==> config.mk <==
export PLATFORM = sky130hd
export DESIGN_NAME = pps_memory_access
export DESIGN_NICKNAME = d
export VERILOG_FILES = /design/src/rtl/pps_pkg.sv /design/src/rtl/pps_load_align.sv /design/src/rtl/pps_memory_access.sv
export SDC_FILE = /design/constraint.sdc
export NUM_CORES = 1
export LEC_CHECK = 0
export ABC_AREA = 1
export BUFFER_PORTS_ARGS = -buffer_cell sky130_fd_sc_hd__buf_2
export CORE_MARGIN = 1.5
export CORE_UTILIZATION = 30
export DETAILED_ROUTE_END_ITERATION = 12
export SLEW_MARGIN = 20
export SYNTH_ARGS = -nofsm -noshare
export SYNTH_HDL_FRONTEND = slang
export SYNTH_SLANG_ARGS = --single-unit
==> constraint.sdc <==
create_clock -name clk -period 4.1 [get_ports clk]
set_clock_uncertainty 0.2 [all_clocks]
set_input_delay 0.41 -clock clk [delete_from_list [all_inputs] [get_ports clk]]
set_output_delay 0.41 -clock clk [all_outputs]
set_load 0.02 [all_outputs]
==> src/rtl/pps_pkg.sv <==
// Shared definitions for the memory-access pipeline stage: access sizes,
// FSM states and the misalignment rule.
package pps_pkg;

  localparam int RWE_SIZE_DEF = 1;

  localparam logic [1:0] SZ_BYTE = 2'b00;
  localparam logic [1:0] SZ_HALF = 2'b01;
  localparam logic [1:0] SZ_WORD = 2'b10;

  typedef enum logic {
    IDLE   = 1'b0,
    ACCESS = 1'b1
  } state_t;

  // Size 2'b11 is handled as a word access.
  function automatic logic is_misaligned(input logic [1:0] size, input logic [1:0] addr_lo);
    case (size)
      SZ_BYTE: is_misaligned = 1'b0;
      SZ_HALF: is_misaligned = addr_lo[0];
      default: is_misaligned = (addr_lo != 2'b00);
    endcase
  endfunction

endpackage

==> src/rtl/pps_load_align.sv <==
// Selects the addressed byte/half lane of a load word and zero- or
// sign-extends it to 32 bits; word loads pass straight through.
module pps_load_align
  import pps_pkg::*;
(
  input  logic [31:0] rdata,
  input  logic [1:0]  addr_lo,
  input  logic [1:0]  size,
  input  logic        sgn,
  output logic [31:0] result
);

  logic [7:0]  byte_v;
  logic [15:0] half_v;

  always_comb begin
    byte_v = rdata[{addr_lo, 3'b000} +: 8];
    half_v = addr_lo[1] ? rdata[31:16] : rdata[15:0];
    case (size)
      SZ_BYTE: result = {{24{sgn & byte_v[7]}}, byte_v};
      SZ_HALF: result = {{16{sgn & half_v[15]}}, half_v};
      default: result = rdata;
    endcase
  end

endmodule

==> src/rtl/pps_memory_access.sv <==
// MIPS memory-access stage: issues SRAM load/store requests over a req/ack
// handshake, stalls upstream while a request is outstanding, feeds MEM/WB.
module pps_memory_access
  import pps_pkg::*;
#(
  parameter int RWE_SIZE = RWE_SIZE_DEF
) (
  input  logic                clk,
  input  logic                rst_n,
  input  logic                MEM_valid,
  input  logic [31:0]         MEM_ALU_result,
  input  logic [31:0]         MEM_store_data,
  input  logic [4:0]          MEM_inst_rd,
  input  logic [RWE_SIZE-1:0] MEM_RegWrite,
  input  logic                MEM_MemRead,
  input  logic                MEM_MemWrite,
  input  logic [1:0]          MEM_mem_size,
  input  logic                MEM_mem_signed,
  output logic                MEM_stall,
  output logic                mem_req,
  output logic                mem_we,
  output logic [29:0]         mem_addr,
  output logic [3:0]          mem_be,
  output logic [31:0]         mem_wdata,
  input  logic [31:0]         mem_rdata,
  input  logic                mem_ack,
  output logic                exc_misalign,
  output logic [4:0]          WB_inst_rd,
  output logic [RWE_SIZE-1:0] WB_RegWrite,
  output logic [31:0]         WB_RF_Wdata
);

  state_t state, state_nxt;

  logic                issue, done, misal, alu_pass;
  logic [3:0]          be_nxt;
  logic [31:0]         wdata_nxt;
  logic [RWE_SIZE-1:0] rwe_in;
  logic [4:0]          rd_q;
  logic [RWE_SIZE-1:0] rwe_q;
  logic [1:0]          size_q;
  logic                sgn_q;
  logic [1:0]          lo_q;
  logic [31:0]         load_data;

  assign rwe_in = (MEM_inst_rd == 5'd0) ? '0 : MEM_RegWrite;

  always_comb begin
    state_nxt = state;
    MEM_stall = 1'b0;
    issue     = 1'b0;
    done      = 1'b0;
    misal     = 1'b0;
    alu_pass  = 1'b0;
    case (state)
      IDLE: begin
        if (MEM_valid && (MEM_MemRead || MEM_MemWrite)) begin
          if (is_misaligned(MEM_mem_size, MEM_ALU_result[1:0])) begin
            misal = 1'b1;
          end else begin
            issue     = 1'b1;
            MEM_stall = 1'b1;
            state_nxt = ACCESS;
          end
        end else if (MEM_valid) begin
          alu_pass = 1'b1;
        end
      end
      ACCESS: begin
        MEM_stall = !mem_ack;
        if (mem_ack) begin
          done      = 1'b1;
          state_nxt = IDLE;
        end
      end
      default: state_nxt = IDLE;
    endcase
  end

  // Loads always fetch the full word; lane selection happens on return.
  always_comb begin
    be_nxt    = 4'b1111;
    wdata_nxt = MEM_store_data;
    if (MEM_MemWrite) begin
      case (MEM_mem_size)
        SZ_BYTE: begin
          be_nxt    = 4'b0001 << MEM_ALU_result[1:0];
          wdata_nxt = {4{MEM_store_data[7:0]}};
        end
        SZ_HALF: begin
          be_nxt    = MEM_ALU_result[1] ? 4'b1100 : 4'b0011;
          wdata_nxt = {2{MEM_store_data[15:0]}};
        end
        default: begin
          be_nxt    = 4'b1111;
          wdata_nxt = MEM_store_data;
        end
      endcase
    end
  end

  pps_load_align u_load_align (
    .rdata   (mem_rdata),
    .addr_lo (lo_q),
    .size    (size_q),
    .sgn     (sgn_q),
    .result  (load_data)
  );

  always_ff @(posedge clk or negedge rst_n) begin
    if (!rst_n) state <= IDLE;
    else        state <= state_nxt;
  end

  always_ff @(posedge clk or negedge rst_n) begin
    if (!rst_n) begin
      mem_req      <= 1'b0;
      mem_we       <= 1'b0;
      mem_addr     <= '0;
      mem_be       <= '0;
      mem_wdata    <= '0;
      exc_misalign <= 1'b0;
      rd_q         <= '0;
      rwe_q        <= '0;
      size_q       <= '0;
      sgn_q        <= 1'b0;
      lo_q         <= '0;
      WB_inst_rd   <= '0;
      WB_RegWrite  <= '0;
      WB_RF_Wdata  <= '0;
    end else begin
      exc_misalign <= misal;
      if (issue) begin
        mem_req   <= 1'b1;
        mem_we    <= MEM_MemWrite;
        mem_addr  <= MEM_ALU_result[31:2];
        mem_be    <= be_nxt;
        mem_wdata <= wdata_nxt;
        rd_q      <= MEM_inst_rd;
        rwe_q     <= rwe_in;
        size_q    <= MEM_mem_size;
        sgn_q     <= MEM_mem_signed;
        lo_q      <= MEM_ALU_result[1:0];
      end else if (done) begin
        mem_req <= 1'b0;
      end

      if (alu_pass) begin
        WB_inst_rd  <= MEM_inst_rd;
        WB_RegWrite <= rwe_in;
        WB_RF_Wdata <= MEM_ALU_result;
      end else if (done && !mem_we) begin
        WB_inst_rd  <= rd_q;
        WB_RegWrite <= rwe_q;
        WB_RF_Wdata <= load_data;
      end else begin
        WB_RegWrite <= '0;
      end
    end
  end

endmodule

# Word level (Yosys, flattened, before mapping)
# Index checks and enable logic that the tools add are counted.
# op_classes
eq_ne	2
n_shift	2
n_mux	33
n_bitwise	3
n_reduce_logical	11
# ops
cell	n
one-hot mux 32 bit (2 select lines)	2
2-to-1 mux 32 bit	3
variable part select 32 x 6 -> 8 bit	1
2-to-1 mux 1 bit	19
2-to-1 mux 16 bit	1
2-to-1 mux 5 bit	2
2-to-1 mux 4 bit	2
one-hot mux 4 bit (2 select lines)	1
one-hot mux 1 bit (2 select lines)	3
nonzero test 2 bit	3
zero test 5 bit	1
== test 2 x 1 -> 1 bit, second input constant	2
zero test 2 bit	2
<< shifter 1 x 2 -> 4 bit, first input constant	1
AND 1 bit	2
logical AND 1 bit	2
zero test 1 bit	2
logical OR 1 bit	1
inverter 1 bit	1
# totals
regBits	119
out_inout_bits	108
wordCells	66

# Logic depth before layout (Yosys ltp)
# Gate-level depths: netlist (run 1).
# logic_depth
depth_word	8
ltp_mapped	11

# Modules after synthesis
# From an unflattened synthesis (run 1), not the netlist that was laid out.
# hier_totals
hier_cells	766
area_unflattened_um2	6042.0
# by_module_without_submodules
mod	n_inst	cells_per_inst	area_per_inst_um2	seq_area_each_um2
pps_memory_access	1	613	5187.5	2977.9
pps_load_align	1	153	854.6	0.0

# Worst setup path before layout (run 1)
# Ideal clock, no wire load.
# synth_path
path_kind	in2out
startpoint	input port MEM_mem_size[1]
endpoint	output port MEM_stall
t_arrival_ns	1.385
required_ns	3.490
slack_ns	2.105
cell_stages	8
n_path_buf	3
path_cell_list	inv_2 > nand2_1 > nand2_2 > nand2_4 > buf_6 > buf_6 > buf_6 > o21ai_0
# synth_between
elab_chain_cells	7
word_cells_on_any_way	8
classes_between	eq/ne: 1; mux: 6; reduce/logical: 1
# synth_lines
item	line_no	text
from (decl)	pps_memory_access.sv:17	input logic [1:0] MEM_mem_size,
== test 2 x 1 -> 1 bit / zero test 2 bit (equally long branches)	pps_pkg.sv:18	case (size)
one-hot mux 1 bit (2 select lines) (*)	pps_pkg.sv:18	
2-to-1 mux 1 bit (*)	pps_memory_access.sv:57	if (MEM_valid && (MEM_MemRead || MEM_MemWrite)) begin
2-to-1 mux 1 bit (*)	pps_memory_access.sv:55	case (state)
2-to-1 mux 1 bit (*)	pps_memory_access.sv:58	if (is_misaligned(MEM_mem_size, MEM_ALU_result[1:0])) begin
2-to-1 mux 1 bit (*)	pps_memory_access.sv:57	
one-hot mux 1 bit (2 select lines) (*)	pps_memory_access.sv:55	
to (decl)	pps_memory_access.sv:19	output logic MEM_stall,
# Every way passes the cells marked *; elsewhere a longest branch is shown, timed or not. The select of a mux whose other input is x is not followed.

# Worst setup path after layout (run 1)
# layout_path
startpoint	register state
endpoint	output port MEM_stall
# layout_between
elab_chain_cells	2
# layout_lines
item	line_no	text
from (decl)	pps_memory_access.sv:33	state_t state, state_nxt;
from (signal assigned)	pps_memory_access.sv:112	else state <= state_nxt;
inverter 1 bit	-	
one-hot mux 1 bit (2 select lines) (*)	pps_memory_access.sv:55	
# Every way passes the cells marked *; elsewhere a longest branch is shown, timed or not.

==> results.md, run 1 <==
* Run status: finished, final reports clean
* Average via count per standard cell at 4.56
* Total negative slack at 0 ns
* Initial standard-cell utilization of the core at 0.308
* Type of the worst min-delay path: primary input to flop
* Avg WL per Cell at 14.7 µm
* Total number of H-tree levels at 4
* Number of hold violations in the final report at 0
* Number of sinks driven by the clock tree at 119
* Mean cell area of the mapped netlist at 7.41 µm²
* Share of cell area taken by muxes after synthesis at 0
* Sequential area share after synthesis at 0.494
* Boundary pin count at 219
* Die Outline Area at 21,000 µm²
* Synthesized instance count at 814
* Data arrival time of the worst path at 2.02 ns
* Critical path class: flop to output port
* Max-slew headroom at the worst pin at 0.502
* Post-layout power at 4.89 mW
* Setup violators final at 0
* Worst-case clock buffer depth at 2
* Standard cell core area at 19,600 µm²
* # rows at 51
* Drt first-iter violations at 340
* Number of optimization iterations in the first detailed-route pass at 5
* Total of flip-flops plus latches after synthesis at 119
* Residual overflow from global routing at 0
* Net count of the mapped netlist at 925
* Drt drc at 0
* Layout cell share with drive strength beyond 1 at 0.264
* Nature of the critical path startpoint: flop
* Vias post-DR at 5,937
* Overall global routing resource usage at 0.187
* Max-slew violation count at 0
* Synthesis warning total at 0
* Number of antenna diodes at 0
* Dominant combinational cell family by area after synthesis: simple AND/OR/NAND/NOR gates
* Count of input and output buffers at 218
* Sum of routed wire length over all layers at 19.2 mm
* Clock root buffer master: clkbuf_16
* Actual transition at the worst max-transition pin at 0.747 ns
* Worst setup EP type: output port
* Area leader, netlist: dfrtp_1
* Synth Area in Simple Gates at 0.306
* Pwr per Cell Area at 618 nW/µm²
* Worst hold slack at 0.0187 ns
* Total standard cell area after synthesis at 6030 µm²
* Reported max-cap violation count at 0
* CTS tree: done
* Static power due to leakage at 4.61 nW
* Critical Path Fanout Max at 66
* Area of the multi-input gates at 2470 µm²
* Leading cell types by total area after synthesis: dfrtp_1 49%, nand2_1 22%, inv_1 5.0%
* Horiz. Die Dim at 145 µm
* Vias in the first global route at 5,615
* CP required at 3.49 ns
* Largest net degree at the start of global routing at 67
* Antenna-violating nets left at 0
* Synthesized-area fraction occupied by ao, oa, aoi and oai cells at 0.104
* Synth Area in Adders at 0
* Filler instances at 2,079
* Minimum clock period after layout at 2.63 ns
* Most frequent standard cell in the layout excluding fill and tap cells: nand2_1
* Number of antenna violations at the first check in global routing at 0
* Period utilization at 0.643
* Proportion of netlist area held by the largest area contributor at 0.494
* Post-synthesis share of cell area spent on xor and xnor gates at 0
* Sequential standard cell area at 2980 µm²
* Detailed-placement wirelength estimate at 13.9 mm
* Number of buffers inserted during clock tree synthesis at 17
* Commonest cells after routing, fill and taps aside: 357 x nand2_1, 217 x buf_2, 119 x dfrtp_1, 80 x inv_1, 49 x o21ai_0
* VDD IR-drop max at 0.000248 V
* Later-pin clock latency in the skew report at 0.41 ns
* Max Clock Freq at 380 MHz
* Area growth from synthesis to layout at 31.2%
* Clock slew at reported path FFs at 0.05 ns
* Die Ht at 145 µm
* Number of unique standard cell types used by synthesis at 27
* Placer congestion estimate at 0.840
* Setup repair after global routing missed its margin: false
* Wire length of the first global-routing pass at 29.8 mm
* Final net count at 1,134
-- routing by layer --
layer / up-vias / global-route usage / wire (µm)
li1: 2945 / - / -
met1: 2744 / 0.253 / 8590
met2: 232 / 0.291 / 8680
met3: 16 / 0.0550 / 1700
met4: 0 / 0.0500 / 201
met5: - / 0 / 0
-- area by class of cell --
cell class	count	share of cell area
clock buffer	24	0.0609
clock inverter	8	0.0152
inverter	90	0.0439
multi-input combinational	567	0.313
sequential	119	0.376
tap	265	0.0419
timing repair buffer	228	0.149
-- sequential cells by signal, summed over array words and instances, names as in the netlist --
register and cells:
exc_misalign 1, state 1, WB_RF_Wdata 32, rwe_q 1, WB_RegWrite 1, mem_addr 30, rd_q 5, lo_q 2
WB_inst_rd 5, mem_we 1, mem_req 1, sgn_q 1, size_q 2, mem_wdata 32, mem_be 4
-- through the flow --
stage	cell area [µm²]	setup WS (ns)	utilization	cells
floorplan	6030	2.11	-	814
global placement	7260	1.44	0.371	1264
detailed placement	7260	1.38	0.371	1264
CTS	7920	1.35	0.404	1301
global route	7920	1.23	0.404	1301
finish	7920	1.47	0.404	1301
-- repair_timing --
action | in CTS | in global routing
buffers inserted | 0 | 0
gates resized for setup | 0 | 0
hold endpoints to repair | 38 | 0
hold buffers | 5 | 0
-- synthesized netlist by cell type (all sizes together) --
cell type  number
nor4            1
o22ai           1
nand2         363
o211ai         15
nor2           36
clkbuf         11
o21a            8
dfrtp         119
nand3          50
nor3            1
inv            89
buf            27
clkinv          1
o21ai          64
nand4           2
a21oi          26
-- critical path: stages (launching register included) --
cell and delay, ns:
dfrtp_1 0.44, nor3_4 0.23, nand2_4 0.37, o21ai_0 0.33
buf_2 0.24
-- kinds of logic (layout without fill, tap and decap cells) --
| kind of cell | after synthesis | in the layout |
|---|---|---|
| AND/OR/NAND/NOR | 453 | 453 |
| AO/OA/AOI/OAI | 114 | 114 |
| buffers and inverters | 128 | 350 |
| flip-flops | 119 | 119 |
-- where the power goes --
group | internal, mW | leakage [nW] | total (mW) | switching (mW)
Sequential | 1.52 | 1.47 | 1.74 | 0.220
Clock | 1.00 | 0.290 | 1.52 | 0.523
Combinational | 0.552 | 2.85 | 1.62 | 1.07
Total | 3.07 | 4.61 | 4.89 | 1.82
-- final timing paths --
kind | startpoint | end | slack, ns | depth (start not counted)
min reg2reg | WB_RF_Wdata[27]$_DFFE_PN0P_ | WB_RF_Wdata[27]$_DFFE_PN0P_ | 0.27 | 2
min | MEM_ALU_result[17] | mem_addr[15]$_DFFE_PN0P_ | 0.02 | 3
min in group asynchronous | rst_n | mem_addr[12]$_DFFE_PN0P_ | 0.30 | 2
max in group asynchronous | rst_n | mem_wdata[16]$_DFFE_PN0P_ | 2.42 | 3
max | state$_DFF_PN0_ | MEM_stall | 1.47 | 4
max reg2reg | lo_q[1]$_DFFE_PN0P_ | WB_RF_Wdata[18]$_DFFE_PN0P_ | 1.65 | 9
No activity file was read; power rests on OpenSTA's default activity.
==> run 2, diff against run 1 <==
--- a/config.mk
+++ b/config.mk
@@ -5,7 +5,7 @@
 export SDC_FILE = /design/constraint.sdc
 export NUM_CORES = 1
 export LEC_CHECK = 0
-export ABC_AREA = 1
+export ABC_AREA = 0
 export BUFFER_PORTS_ARGS = -buffer_cell sky130_fd_sc_hd__buf_2
 export CORE_MARGIN = 1.5
 export CORE_UTILIZATION = 30
==> constraint.sdc (replaced) <==
create_clock -name clk -period 2.5 [get_ports clk]
set_clock_uncertainty 0.2 [all_clocks]
set_input_delay 0.25 -clock clk [delete_from_list [all_inputs] [get_ports clk]]
set_output_delay 0.25 -clock clk [all_outputs]
set_load 0.02 [all_outputs]
==> results.md, run 2 <==
* Critical Path Fanout Max at 9
* Max-slew headroom at the worst pin at 0.618
* Actual transition at the worst max-transition pin at 0.571 ns
* Dominant combinational cell family by area after synthesis: compound AO/OA/AOI/OAI gates
* Proportion of netlist area held by the largest area contributor at 0.553
* Synthesis warning total at 0
* Primary flip-flop cell chosen by synthesis mapping: dfrtp_1
* Type of the worst min-delay path: primary input to flop
* Nature of the critical path startpoint: flop
* Number of unique standard cell types used by synthesis at 37
* Mean cell area of the mapped netlist at 10.9 µm²
* Synthesized instance count at 496
* Setup repair after global routing missed its margin: false
* Layout cell share with drive strength beyond 1 at 0.397
* Avg WL per Cell at 17.5 µm
* Pwr per Cell Area at 967 nW/µm²
* Largest net degree at the start of global routing at 58
* Worst hold slack at 0.0246 ns
* Max Clock Freq at 434 MHz
* Total of flip-flops plus latches after synthesis at 119
* Vias post-DR at 5,109
* Post-synth EDFFs at 0
* Die Outline Area at 18,800 µm²
* Data arrival time of the worst path at 1.86 ns
* Worst-case clock buffer depth at 2
* Overall global routing resource usage at 0.201
* Share of cell area taken by muxes after synthesis at 0.140
* Critical path class: flop to output port
* Final std cells w/o fill at 1,052
* Total negative slack at 0 ns
* Area growth from synthesis to layout at 56.4%
* Drt first-iter violations at 180
* Net count of the mapped netlist at 607
* Clock slew at reported path FFs at 0.05 ns
* Synth Area in Adders at 0
* Die Ht at 137 µm
* Regs by FF count: WB_RF_Wdata (32), mem_wdata (32), mem_addr (30)
* Number of hold violations in the final report at 0
* Worst setup EP type: output port
* Sequential area share after synthesis at 0.553
* Most frequent cells after synthesis: 119 x dfrtp_1, 68 x nand2_1, 56 x mux2_2
* Filler instances at 1,626
* Number of optimization iterations in the first detailed-route pass at 5
* Antenna-violating nets left at 0
* CTS tree: done
* Post-cts sizing count at 0
* Clock root buffer master: clkbuf_16
* Wire length of the first global-routing pass at 28.3 mm
* Number of antenna violations at the first check in global routing at 1
* Minimum clock period after layout at 2.31 ns
* Period utilization at 0.922
* Average via count per standard cell at 4.86
* Vias in the first global route at 5,329
* Reported max-cap violation count at 0
* Commonest cells after routing, fill and taps aside: 217 x buf_2, 119 x dfrtp_1, 97 x dlygate4sd3_1, 68 x nand2_1, 56 x mux2_2
* Leading cell types by total area after synthesis: dfrtp_1 55%, mux2_2 12%, nand2_1 4.7%
* Synth Area in Simple Gates at 0.102
* Worst reg2reg path startpoint: lo_q[1]$_DFFE_PN0P_
* VDD IR-drop max at 0.000520 V
* Synthesized-area fraction occupied by ao, oa, aoi and oai cells at 0.173
* Most frequent standard cell in the layout excluding fill and tap cells: buf_2
* Hold path start: MEM_ALU_result[0]
* Total number of H-tree levels at 4
* Number of buffers inserted during clock tree synthesis at 17
* Sum of routed wire length over all layers at 18.4 mm
* Standard cell core area at 17,400 µm²
* Later-pin clock latency in the skew report at 0.41 ns
* Number of placed instances, taps included at 922
* Area leader, netlist: dfrtp_1
* Critical Path Source: state$_DFF_PN0_
* Asr flop ratio synth at 1.00
* Residual overflow from global routing at 0
* Placer congestion estimate at 0.869
* Most common cell in the synthesized netlist: dfrtp_1
* Boundary pin count at 219
* Post-CTS setup-driven buffer insertion count at 0
* Initial standard-cell utilization of the core at 0.309
* Max-slew violation count at 0
* Count of input and output buffers at 218
* Horiz. Die Dim at 137 µm
* # rows at 48
* Post-synthesis share of cell area spent on xor and xnor gates at 0
* Setup violators final at 0
* CP required at 2.05 ns
* Run status: finished, final reports clean
* Total standard cell area after synthesis at 5380 µm²
* Static power due to leakage at 3.97 nW
* Drt drc at 0
* Number of sinks driven by the clock tree at 119
* Detailed-placement wirelength estimate at 12.7 mm
* Final net count at 924
==> run 2: through the flow <==
step                      utilization  worst slack [ns]  cell area (µm²)  total power, mW
final                           0.483             0.194             8420             8.14
after global routing            0.483            0.0763             8420             8.57
after CTS                       0.483             0.171             8420             8.22
after detailed placement        0.391             0.421             6800             5.41
after global placement          0.391             0.451             6800             5.37
after floorplan                     -             0.627             5380             4.37
==> run 2: path summary, 6_finish.rpt <==
kind / endpoint / slack (ns) / cells after the start
setup / recovery: MEM_stall / 0.19 / 4
hold / removal: lo_q[0]$_DFFE_PN0P_ / 0.02 / 2
setup reg to reg: WB_RF_Wdata[15]$_DFFE_PN0P_ / 0.43 / 4
hold reg to reg: mem_wdata[8]$_DFFE_PN0P_ / 0.27 / 2
max in group asynchronous: mem_addr[8]$_DFFE_PN0P_ / 1.12 / 3
min in group asynchronous: mem_wdata[4]$_DFFE_PN0P_ / 0.16 / 2
==> run 2: repair_timing <==
item,in CTS,in global routing
hold buffers,97,0
endpoints found under the hold margin,145,0
setup endpoints to repair,0,0
==> run 2: final cells by class <==
class,instances,area (µm²),share of cell area
Clock inverter,11,171,0.0204
Tap cell,225,282,0.0334
Multi-Input combinational cell,338,2270,0.269
Antenna cell,1,2.50,0.000297
Sequential cell,119,2980,0.354
Inverter,5,18.8,0.00223
Clock buffer,21,470,0.0559
Timing Repair Buffer,332,2230,0.265
==> run 2: logic make-up after synthesis <==
family | count (synthesis)
DFF | 119
buffers and inverters | 39
AOI/OAI and AO/OA | 146
and+or+nand+nor | 125
muxes | 67
==> run 2: per-layer routing <==
metal | part of all wire | GRT usage | up-vias
met5 | 0 | 0 | -
met4 | 0.017 | 0.0626 | 0
met3 | 0.069 | 0.0644 | 23
met2 | 0.51 | 0.357 | 188
met1 | 0.41 | 0.229 | 2469
li1 | - | - | 2429
==> run 2: power by group <==
group	internal [mW]	total [mW]	switching [mW]
combinational	1.06	2.65	1.59
clock	1.75	2.65	0.907
sequential	2.50	2.84	0.337
total	5.31	8.14	2.83
==> run 2: worst max-delay path, cell delays in order, from the launching register on <==
cell,delay (ns)
dfrtp_1,0.44
nor2b_1,0.26
o2111ai_4,0.30
o21ai_0,0.22
buf_2,0.22
==> run 3, diff against run 2 <==
==> constraint.sdc (replaced) <==
create_clock -name clk -period 2.5 [get_ports clk]
set_clock_uncertainty 0.2 [all_clocks]
set_input_delay 0.125 -clock clk [delete_from_list [all_inputs] [get_ports clk]]
set_output_delay 0.125 -clock clk [all_outputs]
set_load 0.02 [all_outputs]
==> results.md, run 3 (synthesis gave the netlist of run 2 again) <==
* Number of sinks driven by the clock tree at 119
* Die Outline Area at 18,800 µm²
* Count of input and output buffers at 218
* Number of antenna violations at the first check in global routing at 1
* Placer congestion estimate at 0.836
* Actual transition at the worst max-transition pin at 0.492 ns
* Layout cell share with drive strength beyond 1 at 0.394
* Cells along the critical path: or4b_4 > buf_4 > o22ai_1 > a21oi_1 > dlygate4sd3_1
* Nature of the critical path startpoint: flop
* Initial standard-cell utilization of the core at 0.309
* Run status: finished, final reports clean
* Static power due to leakage at 4.08 nW
* Post-layout power at 8.29 mW
* Max-slew violation count at 0
* Clock slew at reported path FFs at 0.06 ns
* Sum of routed wire length over all layers at 18.5 mm
* # rows at 48
* Detailed-placement wirelength estimate at 12.6 mm
* Master of the slowest instance on the critical path: or4b_4
* Avg WL per Cell at 17.3 µm
* Most frequent standard cell in the layout excluding fill and tap cells: buf_2
* VDD IR-drop max at 0.000474 V
* Worst-case clock buffer depth at 2
* Total negative slack at 0 ns
* Total number of H-tree levels at 4
* Reported max-cap violation count at 0
* Number of buffers inserted during clock tree synthesis at 17
* Standard cell core area at 17,400 µm²
* Residual overflow from global routing at 0
* Later-pin clock latency in the skew report at 0.41 ns
* Area growth from synthesis to layout at 60.8%
* Wire length of the first global-routing pass at 28.6 mm
* Period utilization at 0.952
* Drt first-iter violations at 271
* Data arrival time of the worst path at 2.47 ns
* Number of hold violations in the final report at 0
* Buffers plus inverters on the worst setup path at 2
* Vias in the first global route at 5,343
* Type of the worst min-delay path: primary input to asynchronous set/reset pin
* CTS tree: done
* Boundary pin count at 219
* Final net count at 946
* Critical Path Fanout Max at 18
* Pwr per Cell Area at 958 nW/µm²
* Sequential standard cell area at 2980 µm²
* Number of antenna diodes at 0
* Horiz. Die Dim at 137 µm
* Vias post-DR at 5,198
* Overall global routing resource usage at 0.201
* Regs by FF count: WB_RF_Wdata (32), mem_wdata (32), mem_addr (30)
* Worst setup EP type: flop
* Number of optimization iterations in the first detailed-route pass at 6
* Setup repair after global routing missed its margin: false
* Critical path class: flop to flop
* Delay contributed by the slowest stage of the critical path at 0.58 ns
* Setup violators final at 0
* Largest net degree at the start of global routing at 82
* Average via count per standard cell at 4.84
* Clock root buffer master: clkbuf_16
* CP required at 2.59 ns
* Antenna-violating nets left at 0
* Max Clock Freq at 420 MHz
* Drt drc at 0
* Minimum clock period after layout at 2.38 ns
* Dominant delay contributor by cell family on the critical path: buffers and inverters
* Die Ht at 137 µm
* Filler instances at 1,569
* Max-slew headroom at the worst pin at 0.672
* Commonest cells after routing, fill and taps aside: 217 x buf_2, 119 x dlygate4sd3_1, 118 x dfrtp_1, 68 x nand2_1, 56 x mux2_2
* Area of the multi-input gates at 2280 µm²
==> run 3: cell count changes in the layout (fill, tap and decap cells not counted), sizes merged <==
| cell | before | now |
|---|---|---|
| dlygate4sd3 | 97 | 119 |
| clkinvlp | 5 | 3 |
| clkbuf | 21 | 22 |
| diode | 1 | 0 |
| inv | 4 | 5 |
==> run 3: metrics by stage <==
| step | util | hold WS, ns | cell area [µm²] | setup WS (ns) | cells |
|---|---|---|---|---|---|
| after CTS | 0.496 | 0.00107 | 8640 | 0.0313 | 1073 |
| after detailed placement | 0.390 | -0.0830 | 6790 | 0.405 | 922 |
| after global placement | 0.390 | -0.0805 | 6790 | 0.445 | 922 |
| after floorplan | - | -0.371 | 5380 | 0.627 | 496 |
| final | 0.497 | 0.0116 | 8660 | 0.120 | 1073 |
| after global routing | 0.497 | 0.0327 | 8660 | 0.00186 | 1073 |
==> run 3: final timing paths <==
path	from	cells after the start	endpoint	slack, ns
hold reg to reg	mem_wdata[19]$_DFFE_PN0P_	2	mem_wdata[19]$_DFFE_PN0P_	0.27
setup reg to reg	state$_DFF_PN0_	5	WB_RF_Wdata[30]$_DFFE_PN0P_	0.12
setup / recovery	state$_DFF_PN0_	5	WB_RF_Wdata[30]$_DFFE_PN0P_	0.12
max in group asynchronous	rst_n	3	size_q[0]$_DFFE_PN0P_	1.37
min in group clk	mem_rdata[8]	4	WB_RF_Wdata[8]$_DFFE_PN0P_	0.03
hold / removal	rst_n	2	mem_wdata[5]$_DFFE_PN0P_	0.01
==> run 3: what timing repair did <==
action | 4_1_cts | 5_1_grt
hold buffers | 119 | 0
gates resized for setup | 0 | 5
endpoints found under the hold margin | 234 | 0
endpoints found under the setup margin | 0 | 3
buffers inserted | 0 | 0
==> run 3: layout make-up <==
class | instances | share of cell area
inverter | 5 | 0.00217
clock buffer | 22 | 0.0571
clock inverter | 10 | 0.0191
multi-input combinational | 338 | 0.263
sequential | 119 | 0.344
timing repair buffer | 354 | 0.282
tap | 225 | 0.0325
==> run 3: report_power, final <==
part           switching, mW  internal [mW]
logic                   1.61           1.13
clock network          0.917           1.81
registers              0.328           2.50
==> run 3: worst register-to-register path, stage by stage, from the launching register on <==
cell,delay (ns)
dfrtp_1,0.46
or4b_4,0.58
buf_4,0.23
o22ai_1,0.17
a21oi_1,0.06
dlygate4sd3_1,0.57
==> run 3: metal layers <==
metal | global-route usage | vias up | share of wire
li1 | - | 2469 | -
met1 | 0.236 | 2505 | 0.41
met2 | 0.355 | 200 | 0.51
met3 | 0.0589 | 22 | 0.069
met4 | 0.0579 | 2 | 0.012
met5 | 0 | - | 0.00054
